[config.mk]
export PLATFORM = sky130hd
export DESIGN_NAME = led_serializer
export DESIGN_NICKNAME = d
export VERILOG_FILES = /design/src/rtl/led_serializer.sv
export SDC_FILE = /design/constraint.sdc
export NUM_CORES = 1
export LEC_CHECK = 0
export ABC_AREA = 1
export CORE_UTILIZATION = 54
export DETAILED_ROUTE_END_ITERATION = 7
export PLACE_DENSITY = 0.79
export REMOVE_ABC_BUFFERS = 1
export SLEW_MARGIN = 20
export SYNTH_ARGS = -nofsm -noshare
export SYNTH_HDL_FRONTEND = slang
export SYNTH_SLANG_ARGS = --single-unit
[constraint.sdc]
create_clock -name i_clk -period 2.1 [get_ports i_clk]
set_input_delay 0.42 -clock i_clk [delete_from_list [all_inputs] [get_ports i_clk]]
set_output_delay 0.42 -clock i_clk [all_outputs]
set_load 0.005 [all_outputs]
[src/rtl/led_serializer.sv]
// Serialises pixel words onto an LED driver chain (clock/data/latch), latching after each full frame.
// Define LAMP_SER_LSB_FIRST_EN to shift each word LSB first instead of MSB first.
//
// state       | meaning
// ------------+-----------------------------------------------------------
// st_idle     | o_ready high, waiting for i_valid; o_dai holds last bit
// st_shift_lo | serial clock low, current bit presented on o_dai
// st_shift_hi | serial clock high, o_dai unchanged (driver samples here)
// st_latch    | o_lat high for c_lat_cycles, then frame done
module led_serializer #(
  parameter int c_width      = 16,
  parameter int c_words      = 24,
  parameter int c_lat_cycles = 2
) (
  input  logic               i_clk,
  input  logic               i_rst_n,
  input  logic [c_width-1:0] i_data,
  input  logic               i_valid,
  output logic               o_ready,
  output logic               o_clk,
  output logic               o_dai,
  output logic               o_lat,
  output logic               o_frame_done
);

  localparam logic [1:0] st_idle     = 2'd0;
  localparam logic [1:0] st_shift_lo = 2'd1;
  localparam logic [1:0] st_shift_hi = 2'd2;
  localparam logic [1:0] st_latch    = 2'd3;

  localparam int c_wc_w = (c_words > 1) ? $clog2(c_words) : 1;
  localparam int c_bc_w = (c_width > 1) ? $clog2(c_width) : 1;
  localparam int c_lc_w = (c_lat_cycles > 1) ? $clog2(c_lat_cycles) : 1;

  localparam logic [c_wc_w-1:0] c_last_word = c_wc_w'(c_words - 1);
  localparam logic [c_bc_w-1:0] c_last_bit  = c_bc_w'(c_width - 1);
  localparam logic [c_lc_w-1:0] c_last_lat  = c_lc_w'(c_lat_cycles - 1);

`ifdef LAMP_SER_LSB_FIRST_EN
  localparam int c_pos = 0;
`else
  localparam int c_pos = c_width - 1;
`endif

  logic [1:0]         state;
  logic [c_width-1:0] shreg;
  logic [c_width-1:0] shifted;
  logic [c_bc_w-1:0]  bit_cnt;
  logic [c_wc_w-1:0]  word_cnt;
  logic [c_lc_w-1:0]  lat_cnt;

  // The outgoing bit always sits at c_pos; shifting moves the next bit into it.
`ifdef LAMP_SER_LSB_FIRST_EN
  assign shifted = shreg >> 1;
`else
  assign shifted = shreg << 1;
`endif

  always_ff @(posedge i_clk or negedge i_rst_n) begin
    if (!i_rst_n) begin
      state        <= st_idle;
      shreg        <= '0;
      bit_cnt      <= '0;
      word_cnt     <= '0;
      lat_cnt      <= '0;
      o_ready      <= 1'b0;
      o_clk        <= 1'b0;
      o_dai        <= 1'b0;
      o_lat        <= 1'b0;
      o_frame_done <= 1'b0;
    end else begin
      o_frame_done <= 1'b0;
      case (state)
        st_idle: begin
          if (i_valid && o_ready) begin
            state   <= st_shift_lo;
            shreg   <= i_data;
            bit_cnt <= c_last_bit;
            o_dai   <= i_data[c_pos];
            o_ready <= 1'b0;
          end else begin
            o_ready <= 1'b1;
          end
        end
        st_shift_lo: begin
          state <= st_shift_hi;
          o_clk <= 1'b1;
        end
        st_shift_hi: begin
          o_clk <= 1'b0;
          if (bit_cnt != '0) begin
            state   <= st_shift_lo;
            bit_cnt <= bit_cnt - c_bc_w'(1);
            shreg   <= shifted;
            o_dai   <= shifted[c_pos];
          end else if (word_cnt == c_last_word) begin
            state   <= st_latch;
            o_lat   <= 1'b1;
            lat_cnt <= c_last_lat;
          end else begin
            state    <= st_idle;
            o_ready  <= 1'b1;
            word_cnt <= word_cnt + c_wc_w'(1);
          end
        end
        st_latch: begin
          if (lat_cnt == '0) begin
            state        <= st_idle;
            o_lat        <= 1'b0;
            o_ready      <= 1'b1;
            o_frame_done <= 1'b1;
            word_cnt     <= '0;
          end else begin
            lat_cnt <= lat_cnt - c_lc_w'(1);
          end
        end
        default: state <= st_idle;
      endcase
    end
  end

endmodule

After elaboration in Yosys (flattened, before gate mapping)
Cells that the tools add are included.
{"block": "word_totals", "reg_bits": 32, "in_bits": 19, "word_cells": 68}
{"block": "classes", "add_sub_neg": 3, "n_eq_ne": 10, "n_mux": 32, "reduce_logical": 13}
{"cell": "15-bit 2-to-1 mux", "n": 2}
{"cell": "15-bit one-hot mux with 2 select lines", "n": 1}
{"cell": "5-bit 2-to-1 mux", "n": 3}
{"cell": "1-bit 2-to-1 mux", "n": 12}
{"cell": "2-bit != test, second input constant", "n": 6}
{"cell": "4-bit AND reduction", "n": 3}
{"cell": "5-bit one-hot mux with 2 select lines", "n": 1}
{"cell": "2-bit 2-to-1 mux", "n": 4}
{"cell": "4-bit 2-to-1 mux", "n": 2}
{"cell": "1-bit one-hot mux with 2 select lines", "n": 4}
{"cell": "2-bit one-hot mux with 4 select lines", "n": 1}
{"cell": "4-bit one-hot mux with 2 select lines", "n": 1}
{"cell": "3-bit AND reduction", "n": 2}
{"cell": "2-bit nonzero test", "n": 3}
{"cell": "5-bit by 1-bit adder with 5-bit output, second input constant", "n": 1}
{"cell": "5-bit == test, second input constant", "n": 1}
{"cell": "2-bit == test, second input constant", "n": 2}
{"cell": "4-bit nonzero test", "n": 1}
{"cell": "4-bit by 1-bit subtractor with 4-bit output, second input constant", "n": 1}
{"cell": "1-bit one-hot mux with 3 select lines", "n": 1}
{"cell": "3-bit nonzero test", "n": 1}
{"cell": "2-bit by 1-bit == test with 1-bit output, second input constant", "n": 1}
{"cell": "2-bit logical NOT", "n": 1}
{"cell": "2-bit AND reduction", "n": 1}
{"cell": "2 further kinds", "n": 2}

Longest topological paths before layout
{"block": "depth", "word_depth": 4, "ltp_mapped": 11, "mapped_depth_nobuf": 9}

Worst setup path before layout
No wires, ideal clock.
{"block": "synth_timing", "path_type": "register to register", "from": "register state[0]", "to": "register o_dai", "setup_ns": 0.122, "arrival_time_ns": 1.363, "t_required_ns": 1.978, "setup_slack_ns": 0.615, "stages_incl_launch_ff": 12, "cell_sequence": "dfrtp_1 > inv_1 > ha_1 > buf_4 > inv_2 > nand2_1 > nand2_1 > nand2_1 > buf_6 > buf_6 > nand2_1 > o21ai_2"}
{"block": "synth_between", "elab_chain_cells": 3}
{"element": "start: declaration", "line_no": "45", "text": "logic [1:0] state;"}
{"element": "start signal: assignment", "line_no": "61", "text": "state <= st_idle;"}
{"element": "start signal: assignment", "line_no": "76", "text": "state <= st_shift_lo;"}
{"element": "start signal: assignment", "line_no": "86", "text": "state <= st_shift_hi;"}
{"element": "2-bit == test / 2-bit logical NOT (equally long branches)", "line_no": "73", "text": "case (state)"}
{"element": "2-bit != test (no line) / 2-bit nonzero test (equally long branches)"}
{"element": "3-bit AND reduction (no line)"}
{"element": "end signal: assignment", "line_no": "79", "text": "o_dai <= i_data[c_pos];"}
{"element": "end signal: assignment", "line_no": "95", "text": "o_dai <= shifted[c_pos];"}
{"element": "end: declaration", "line_no": "21", "text": "output logic o_dai,"}
Parallel ways exist; a longest one is shown, timed or not.
A chain may end at the register's enable or synchronous reset.

Final worst setup path
{"block": "layout_timing", "from": "register state[0]", "to": "register shreg[5]"}
{"block": "layout_between", "elab_chain_cells": 3}
{"element": "2-bit == test / 2-bit logical NOT (equally long branches)", "line_no": "73"}
{"element": "2-bit != test (no line) / 2-bit nonzero test (equally long branches)"}
{"element": "3-bit AND reduction (no line)"}
{"element": "end signal: assignment", "line_no": "77", "text": "shreg <= i_data;"}
{"element": "end signal: assignment", "line_no": "94", "text": "shreg <= shifted;"}
{"element": "end: declaration", "line_no": "46", "text": "logic [c_width-1:0] shreg;"}
Parallel ways exist; a longest one is shown, timed or not.

==> results by group <==
Die
  • Area of the placeable core: 0.00310 mm2
  • Std cell rows: 20
  • Effective utilization at floorplan: 57.9%
  • Total die area: 0.00356 mm2
  • Overall die height: 59.7 um
  • Die W: 59.7 um
  • # IOs: 24

Clock tree
  • Clock input transition at the sequential cells of the worst setup and hold paths: 0.09 ns
  • TritonCTS buffer count: 5
  • TritonCTS clock tree: built
  • Clk Latency, worst-skew pair: 0.33 ns
  • Clk buf depth: 2
  • Clock Sinks: 32
  • CTS-repair resized insts: 0
  • Total number of H-tree levels: 2
  • Cell chosen for the clock root: clkbuf_4
  • Hold bufs inserted after CTS: 0
  • Post-CTS Setup Repair Bufs: 0

Timing
  • Transition time of the tightest slew-check pin: 0.410 ns
  • Final Hold Violating Endpoints: 0
  • Fin crit period: 1.87 ns
  • Slew HR: 72.7%
  • Max Transition Viols Final: 0
  • Number of setup violations in the final report: 0
  • RSZ-0062 raised after global routing: false
  • Post-Route Hold Slack: 0.472 ns
  • Final worst path period share: 88.9%
  • Final worst clock skew: 0.00940 ns
  • Maximum frequency from static timing analysis: 536 MHz

Logic synthesis
  • Unique masters post-synth: 23
  • Synthesized area divided by synthesized cell count: 8.69 um2
  • Post-synth top cells: 71 x nand2_1, 32 x dfrtp_1, 18 x o21ai_2
  • Async set-or-reset flop fraction in the synthesized netlist: 100%
  • Post-synthesis cell area: 0.00180 mm2
  • Library cell occupying the most area in the post-synthesis netlist: dfrtp_1
  • FF+latch count, synth: 32
  • Cell with the most instances after synthesis: nand2_1
  • Number of synthesized flops with an enable pin: 0
  • Number of instances in the synthesized netlist: 207
  • Main flop type after synthesis: dfrtp_1
  • Fraction of post-synthesis cell area in the top cell type by area: 44.5%
  • Synth area leaders: dfrtp_1 45%, nand2_1 15%, o21ai_2 8.8%
  • YS warnings: 0
  • Sequential share of the synthesized area: 44.5%

Setup path
  • Worst Setup Path Type: reg2reg
  • Worst r2r path cells: 9
  • Type of element launching the critical path: register
  • Start of the worst register-to-register path: state[0]
  • Required time of the critical path: 2.35 ns
  • Worst path arrival time: 2.12 ns
  • Biggest fanout along the worst timing path: 31
  • Reg2reg end: shreg[5]
  • Register-to-Register Setup Slack: 0.23 ns
  • CP Launch Point: state[0]
  • Category of the worst setup path capture point: register

Power
  • Areal power density over the cells: 1510 mW/mm2
  • Leakage Power: 0.00104 uW
  • Peak supply drop: 0.000624 V
  • Total power after layout: 3170 uW

Layout
  • Total number of nets in the final design: 258
  • Layout cells sized above 1: 15.0%
  • Area Growth Syn to Fin: 16.6%
  • Number of antenna diodes: 0

Hold path
  • Hold path depth: 1
  • Start point of the worst hold path: lat_cnt
  • End point of the most critical hold path: o_frame_done
  • Hold WC Path Type: reg2reg

Drt
  • Wire length per cell: 11.5 um
  • Vias after detailed routing: 1,378
  • Via-per-instance ratio: 4.97
  • Final Routed Wirelength: 3200 um
  • DRC Markers: 0
  • DR pass1 iterations: 4
  • Starting DRC count in detailed routing: 33
  • Number of nets with antenna violations after routing: 0

Job
  • Reported max-cap violation count: 0

Place
  • Final weighted congestion in routability-driven placement: 0.823
  • Port bufs: 23
  • Total half-perimeter wirelength after legalization and detailed placement: 2310 um

Global route
  • Total overflow reported by the global router: 0
  • Maximum number of pins on one net before global-route repair: 33
  • Overall track demand over capacity in global routing: 20.8%
  • Vias in the first global route: 1,271
  • Wire length of the first global-routing pass: 5440 um
  • Number of antenna violations at the first check in global routing: 0

Run status
  • Run status: complete, no violations
-- routing by layer --
layer / vias up / share of wire (%) / wire length, um / global-route usage, %
met4: 0 / 1.3 / 42 / 8.64
li1: 716 / - / - / -
met2: 22 / 47 / 1510 / 32.9
met3: 4 / 2.7 / 85 / 5.41
met5: - / 0 / 0 / 0
met1: 636 / 49 / 1560 / 27.2
-- layout make-up --
type                       count  area (um2)
fill                         276        1010
multi-input combinational    150         857
sequential                    32         801
timing repair buffer          27         273
inverter                      17        63.8
tap                           44        55.1
clock buffer                   6        41.3
clock inverter                 1        5.00
-- logic make-up (layout without fill, tap and decap cells) --
kind of cell | Yosys count | after routing | synth area share [%]
buf+inv | 25 | 51 | 7.79
mux | 16 | 16 | 8.98
flops | 32 | 32 | 44.5
fa+ha+maj | 6 | 6 | 4.18
simple gates | 105 | 105 | 23.9
compound gates | 23 | 23 | 10.6
-- where the power goes --
part / switching [uW] / internal [uW]
Sequential: 183 / 900
Clock: 196 / 123
Combinational: 1020 / 744
Total: 1400 / 1770
-- through the flow --
stage | cell area, um2 | setup WS, ns | util (%) | TNS, ns | instances
after floorplan | 1720 | -0.690 | - | -12.54 | 199
after global placement | 2050 | 0.305 | 66.0 | 0 | 270
after detailed placement | 2050 | 0.249 | 66.0 | 0 | 270
after CTS | 2100 | 0.227 | 67.5 | 0 | 277
after global routing | 2100 | 0.0646 | 67.5 | 0 | 277
final | 2100 | 0.234 | 67.5 | 0 | 277
-- cell usage in the layout (no fill, tap or decap), drive strengths merged --
cell	instances
mux2i	15
nor3	1
a21boi	1
o21ai	19
mux2	1
or2	2
o21bai	1
nand4	3
dfrtp	32
a21oi	2
clkbuf	6
nor2	15
ha	6
nand3	11
nand2	73
clkinv	1
buf	4
clkdlybuf4s50	23
inv	17
-- worst max-delay path by stage --
stage	end	cells after the start	slack, ns
CTS	shreg[5]	9	0.23
detailed placement	shreg[9]	9	0.25
global placement	shreg[3]	7	0.30
finish	shreg[5]	9	0.23
floorplan	bit_cnt[1]	9	-0.69
global route	shreg[1]	9	0.06
-- registers in the layout (all words and copies together) (netlist names) --
signal and flops:
o_frame_done 1, word_cnt 5, bit_cnt 4, o_clk 1, o_ready 1, state 2
lat_cnt 1, o_dai 1, o_lat 1, shreg 15
-- critical path, cell delays in order, from the launching register on --
cell and delay (ns):
dfrtp_1 0.41, inv_1 0.13, ha_1 0.37, inv_2 0.11, nand2_1 0.07, nand2_1 0.05
nand2_1 0.25, buf_12 0.25, nand2_1 0.09, o21ai_2 0.06
Note: power is estimated with default switching activity, not from simulation.
